**config.mk**
```make
export PLATFORM = sky130hd
export DESIGN_NAME = async_pipe_reg
export DESIGN_NICKNAME = d
export VERILOG_FILES = /design/src/rtl/async_pipe_reg_pkg.sv /design/src/rtl/async_pipe_reg_stage.sv /design/src/rtl/async_pipe_reg.sv
export SDC_FILE = /design/constraint.sdc
export NUM_CORES = 1
export LEC_CHECK = 0
export ABC_CLOCK_PERIOD_IN_PS = 2600
export CAP_MARGIN = 20
export CORE_ASPECT_RATIO = 1.2
export CORE_UTILIZATION = 52
export DETAILED_ROUTE_END_ITERATION = 8
export PLACE_DENSITY = 0.81
export RECOVER_POWER = 50
export SYNTH_ARGS = -nofsm -noshare
export SYNTH_HDL_FRONTEND = slang
export SYNTH_SLANG_ARGS = --single-unit
```
**constraint.sdc**
```tcl
create_clock -name clk -period 2.6 [get_ports clk]
set_clock_uncertainty 0.15 [all_clocks]
set_input_delay 0.39 -clock clk [delete_from_list [all_inputs] [get_ports clk]]
set_output_delay 0.39 -clock clk [all_outputs]
set_load 0.01 [all_outputs]
```
**src/rtl/async_pipe_reg_pkg.sv**
```systemverilog
`default_nettype none
// ============================================================================
// Module      : async_pipe_pkg
// Description : Shared constants, count-width helper and stage record type
//               for the async_pipe_reg valid/ready register pipeline.
// Revision    : 1.0 - initial release
// ============================================================================
package async_pipe_pkg;

  // Default geometry: one byte wide, three stages deep.
  localparam int c_DEFAULT_WIDTH = 8;
  localparam int c_DEFAULT_DEPTH = 3;

  // Width of an occupancy counter that must represent 0..depth inclusive.
  // A degenerate depth still yields a legal one-bit vector so that the
  // dedicated elaboration check reports the problem instead of a width error.
  function automatic int count_width(input int depth);
    if (depth < 1) begin
      return 1;
    end
    return $clog2(depth + 1);
  endfunction

  // One pipeline slot at the default width: a valid flag and its payload.
  // The top level declares the same shape locally at its own WIDTH.
  typedef struct packed {
    logic                       v;
    logic [c_DEFAULT_WIDTH-1:0] d;
  } stage_t;

endpackage
`default_nettype wire

```
**src/rtl/async_pipe_reg_stage.sv**
```systemverilog
`default_nettype none
// ============================================================================
// Module      : async_pipe_stage
// Description : One valid+data slot of the async_pipe_reg pipeline. On a
//               load edge the valid bit follows the upstream valid; the data
//               word is captured only when the upstream word is valid, so
//               the payload holds steady across bubbles.
// Revision    : 1.0 - initial release
// ============================================================================
module async_pipe_stage
  import async_pipe_pkg::*;
#(
  parameter int WIDTH = c_DEFAULT_WIDTH
) (
  input  logic             clk,
  input  logic             rst,       // asynchronous, active-low
  input  logic             load,
  input  logic             up_valid,
  input  logic [WIDTH-1:0] up_data,
  output logic             v,
  output logic [WIDTH-1:0] d
);

  logic             v_q;
  logic             v_d;
  logic [WIDTH-1:0] d_q;
  logic [WIDTH-1:0] d_d;

  // Next state: follow upstream on load, keep the payload through bubbles.
  always_comb begin
    v_d = v_q;
    d_d = d_q;
    if (load) begin
      v_d = up_valid;
      if (up_valid) begin
        d_d = up_data;
      end
    end
  end

  // Slot register, cleared at once by the active-low reset.
  always_ff @(posedge clk or negedge rst) begin
    if (!rst) begin
      v_q <= 1'b0;
      d_q <= '0;
    end else begin
      v_q <= v_d;
      d_q <= d_d;
    end
  end

  assign v = v_q;
  assign d = d_q;

endmodule
`default_nettype wire

```
**src/rtl/async_pipe_reg.sv**
```systemverilog
`default_nettype none
// ============================================================================
// Module      : async_pipe_reg
// Description : DEPTH-stage, WIDTH-bit register pipeline with per-stage
//               valid/ready flow control, bubble collapsing and an occupancy
//               count. All state is cleared by the asynchronous active-low
//               reset 'rst'; release takes effect at the next clk edge.
//               The only combinational path is out_ready -> in_ready.
// Options     : ASYNC_PIPE_FLUSH_EN - adds a synchronous active-high 'flush'
//               input that invalidates every stage (payloads are kept).
// Revision    : 1.0 - initial release
// ============================================================================
module async_pipe_reg
  import async_pipe_pkg::*;
#(
  parameter int WIDTH = c_DEFAULT_WIDTH,
  parameter int DEPTH = c_DEFAULT_DEPTH
) (
  input  logic                           clk,
  input  logic                           rst,       // asynchronous, active-low
`ifdef ASYNC_PIPE_FLUSH_EN
  input  logic                           flush,     // synchronous, active-high
`endif
  input  logic                           in_valid,
  output logic                           in_ready,
  input  logic [WIDTH-1:0]               data_in,
  output logic                           out_valid,
  input  logic                           out_ready,
  output logic [WIDTH-1:0]               data_out,
  output logic [count_width(DEPTH)-1:0]  count
);

  localparam int c_CW = count_width(DEPTH);

  // Reject geometries the pipeline cannot be built with.
  if (DEPTH < 1) begin : g_bad_depth
    $error("async_pipe_reg: DEPTH must be at least 1 (got %0d)", DEPTH);
  end
  if (WIDTH < 1) begin : g_bad_width
    $error("async_pipe_reg: WIDTH must be at least 1 (got %0d)", WIDTH);
  end

  typedef struct packed {
    logic             v;
    logic [WIDTH-1:0] d;
  } pipe_stage_t;

  pipe_stage_t       w_stage [DEPTH];   // current contents of each slot
  pipe_stage_t       w_up    [DEPTH];   // word offered to each slot
  logic [DEPTH-1:0]  w_ready;
  logic [DEPTH-1:0]  w_load;
  logic              w_flush;
  logic              w_accept;
  logic              w_emit;
  logic [c_CW-1:0]   count_q;
  logic [c_CW-1:0]   count_d;

`ifdef ASYNC_PIPE_FLUSH_EN
  assign w_flush = flush;
`else
  assign w_flush = 1'b0;
`endif

  // Ready chain, walked from the output back to the input: a slot can take
  // a new word if it is empty or the slot after it is moving. A scalar
  // carry keeps the chain free of self-referencing vector bits.
  always_comb begin
    logic r_carry;
    r_carry                = !w_stage[DEPTH-1].v || out_ready;
    w_ready[DEPTH-1]       = r_carry;
    for (int i = DEPTH - 2; i >= 0; i--) begin
      r_carry    = !w_stage[i].v || r_carry;
      w_ready[i] = r_carry;
    end
  end

  // Slot instances. Flush is folded into the normal load path: every slot
  // loads an invalid word, which clears v while leaving d untouched.
  for (genvar g = 0; g < DEPTH; g++) begin : g_stage
    if (g == 0) begin : g_head
      assign w_up[g].v = in_valid && !w_flush;
      assign w_up[g].d = data_in;
    end else begin : g_body
      assign w_up[g].v = w_stage[g-1].v && !w_flush;
      assign w_up[g].d = w_stage[g-1].d;
    end

    assign w_load[g] = w_ready[g] || w_flush;

    async_pipe_stage #(
      .WIDTH (WIDTH)
    ) u_stage (
      .clk      (clk),
      .rst      (rst),
      .load     (w_load[g]),
      .up_valid (w_up[g].v),
      .up_data  (w_up[g].d),
      .v        (w_stage[g].v),
      .d        (w_stage[g].d)
    );
  end

  // Handshake outcomes for this cycle.
  assign in_ready  = w_ready[0] && !w_flush;
  assign w_accept  = in_valid && in_ready;
  assign out_valid = w_stage[DEPTH-1].v;
  assign data_out  = w_stage[DEPTH-1].d;
  assign w_emit    = out_valid && out_ready;

  // Occupancy next state: +1 on accept only, -1 on emit only, flush empties.
  always_comb begin
    count_d = count_q;
    if (w_flush) begin
      count_d = '0;
    end else if (w_accept && !w_emit) begin
      count_d = count_q + c_CW'(1);
    end else if (w_emit && !w_accept) begin
      count_d = count_q - c_CW'(1);
    end
  end

  // Occupancy register, tracking the number of valid slots.
  always_ff @(posedge clk or negedge rst) begin
    if (!rst) begin
      count_q <= '0;
    end else begin
      count_q <= count_d;
    end
  end

  assign count = count_q;

endmodule
`default_nettype wire
```
==> results.py <==
metrics = {
    "timing": {
        "finalCriticalPeriod_ps": 2230,
        "setup_tns_ps": 0,
        "setup_violations": 0,
        "tightest_slew_ps": 1490,
        "max_freq_mhz": 448,
        "slew_headroom_pct": 0.425,
        "finalHoldViolations": 0,
        "rsz0062_at_grt": "false",
        "report.final.slew_viol_count": 0,
        "fin_crit_sh_pct": 85.9,
        "timing.hold.ws_ps": 325,
    },
    "floorplan": {
        "floorplan.initialDensity_pct": 55.3,
        "die_h_um": 53.1,
        "core_um2": 2050,
        "die_x_um": 44.6,
        "row_count": 18,
        "pin_count": 24,
        "fp.dieArea_um2": 2370,
    },
    "power_and_ir_drop": {
        "total_power_mw": 1.27,
        "p_sw_share_pct": 26.1,
        "power_density_nw_per_um2": 886,
        "p_int_uw": 940,
        "seq_power_share_pct": 50.6,
        "combPwrFrac_pct": 28.7,
        "p_leak_nw": 0.616,
        "power.share.clock_pct": 20.7,
        "power_switching_uw": 333,
        "peakVddDrop_v": 0.000570,
    },
    "global_route": {
        "grt_first_pass_wirelength_um": 2850,
        "grt_use_met1_pct": 22.5,
        "grt_max_degree": 30,
        "gr-total-overflow": 0,
        "use_met2_pct": 27.0,
        "grt_busiest_layer": "met2",
        "global_route.usage.met3_pct": 9.56,
        "antenna_found_initial": 0,
        "grt_pass1_vias": 599,
        "grt_usage_pct": 18.5,
    },
    "worst_setup_path": {
        "crit_fanout": 4,
        "r2r-start": "g_stage[1].u_stage.v$_DFFE_PN0P_",
        "setup.worst_path.end_class": "primary output",
        "crit_arrival_ps": 1690,
        "rr_endpoint": "count[1]$_DFFE_PN0P_",
        "startpoint_type": "input pin",
        "crit_start": "out_ready",
        "r2r_slack_ps": 700,
        "crit_type": "in2out",
        "worst_ep_required_time_ps": 2060,
        "reg2regPathDepth": 7,
    },
    "worst_hold_path": {
        "hold_path.class": "reg2reg",
        "hold_depth": 1,
        "hp-start": "count[1]$_DFFE_PN0P_",
        "whs_endpoint": "count[1]$_DFFE_PN0P_",
    },
    "detailed_routing": {
        "viasPerCell": 4.88,
        "wire_per_inst_um": 13.9,
        "drt_wl_total_um": 1810,
        "first_pass_iters": 3,
        "drt_iter0_drc": 4,
        "vias": 635,
        "ant_nets": 0,
        "drc_errors": 0,
    },
    "final_layout": {
        "layout.nets": 113,
        "layout-drive-gt1-share_pct": 32.0,
        "stdcell_area_um2": 1440,
        "antennaDiodeCount": 0,
        "area_growth_pct": 26.9,
        "nFillCells": 146,
    },
    "synthesis": {
        "synth_top_area_share_pct": 64.1,
        "syn_area_um2": 1130,
        "ys_types": 14,
        "ys_warn_count": 0,
        "syn_inst": 69,
        "yosysMostFrequentCell": "dfrtp_1",
        "ys_seq_area_share_pct": 64.1,
        "synth-edff-count": 0,
        "ys_ff_latch": 29,
        "avgSynthCellArea_um2": 16.4,
        "async_flop_share_pct": 100,
        "yosys.area.top_type": "dfrtp_1",
        "synth_area_leaders": "dfrtp_1 (64%), mux2_2 (24%), nand4b_4 (2.1%), nand2_4 (2.0%), nand2b_1 (1.7%)",
        "synth_fp_nets": 82,
        "synth_commonest_cells": "dfrtp_1 (29), mux2_2 (24), nand2b_1 (3)",
        "ys.flop_type": "dfrtp_1",
    },
    "cts": {
        "clk_pin_slew_ps": 80,
        "clock_tree.buffer_depth": 2,
        "cts_tree": "done",
        "htreeDepth": 2,
        "cts_num_sinks": 29,
        "cts_resized": 0,
        "worst_skew_pair.late_latency_ps": 310,
        "cts_setup_buffers": 0,
        "cts_buffers": 5,
        "ctsHoldBuffers": 0,
        "cts_root_buf": "clkbuf_4",
    },
    "placed_design": {
        "place_area_um2": 1410,
        "gp_congestion": 0.680,
        "dp_hpwl_um": 1270,
        "portBuffers": 23,
    },
    "run": {
        "max_cap_violations": 0,
    },
    "run_status": {
        "status": "completed",
    },
}
[kinds of logic after synthesis]
family	after synthesis	synth area share, %
flops	29	64.1
mux	24	23.9
simple gates	11	8.29
xor+xnor	3	2.32
buf+inv	1	0.331
fa+ha+maj	1	1.10
[layout by cell type, fill, tap and decap left out]
cell type / synthesis / layout
or2b_1: 1 / 1
mux2_2: 24 / 24
dfrtp_1: 29 / 29
clkbuf_1: 0 / 2
clkdlybuf4s50_1: 0 / 21
nand4b_1: 0 / 1
dlygate4sd3_1: 0 / 2
clkbuf_8: 0 / 1
nand2_1: 1 / 2
ha_1: 1 / 1
xor2_1: 2 / 2
nor2_1: 1 / 1
xnor2_1: 1 / 1
nand3b_1: 1 / 1
nand2_2: 1 / 1
nand2b_1: 3 / 3
inv_1: 1 / 1
clkbuf_4: 0 / 5
nand2_4: 2 / 1
[power by group through the flow]
| stage | registers [mW] | clock network (mW) | logic (mW) |
|---|---|---|---|
| floorplan | 0.675 | 0 | 0.153 |
| global placement | 0.646 | 0 | 0.364 |
| detailed placement | 0.655 | 0 | 0.376 |
| CTS | 0.647 | 0.274 | 0.376 |
| global route | 0.657 | 0.292 | 0.395 |
| finish | 0.644 | 0.264 | 0.365 |
[worst max-delay path, stage by stage]
cell             delay (ps)
dlygate4sd3_1           570
nand4b_1                220
clkdlybuf4s50_1         510
[metal layers]
metal / part of all wire [%] / vias up
met1: 43 / 314
met3: 5.6 / 2
met4: 0.55 / 0
met5: 0 / -
li1: - / 299
met2: 51 / 20
[area by class of cell]
class / count / area, um^2 / area share, %
sequential: 29 / 726 / 50.5
timing repair buffer: 24 / 234 / 16.3
clock buffer: 7 / 55.1 / 3.83
inverter: 1 / 3.75 / 0.261
multi-input combinational: 39 / 380 / 26.5
tap: 30 / 37.5 / 2.61
[how the worst max path moves through the flow]
stage / end / slack, ps
2_1_floorplan: count[1]$_DFFE_PN0P_ / 970
3_3_place_gp: in_ready / 460
3_5_place_dp: in_ready / 450
4_1_cts: in_ready / 450
5_1_grt: count[1]$_DFFE_PN0P_ / 240
6_report: in_ready / 370
[stage by stage]
stage | util [%] | setup WS (ps) | cells
after floorplan | - | 966 | 69
after global placement | 68.7 | 463 | 123
after detailed placement | 68.7 | 446 | 123
after CTS | 71.4 | 447 | 130
after global routing | 70.1 | 245 | 130
final | 70.1 | 367 | 130
[flip-flops by register name, summed over array words and instances (netlist names)]
signal             count
count                  2
g_stage.u_stage.d     24
g_stage.u_stage.v      3
Power figures use the tool's default switching activity.
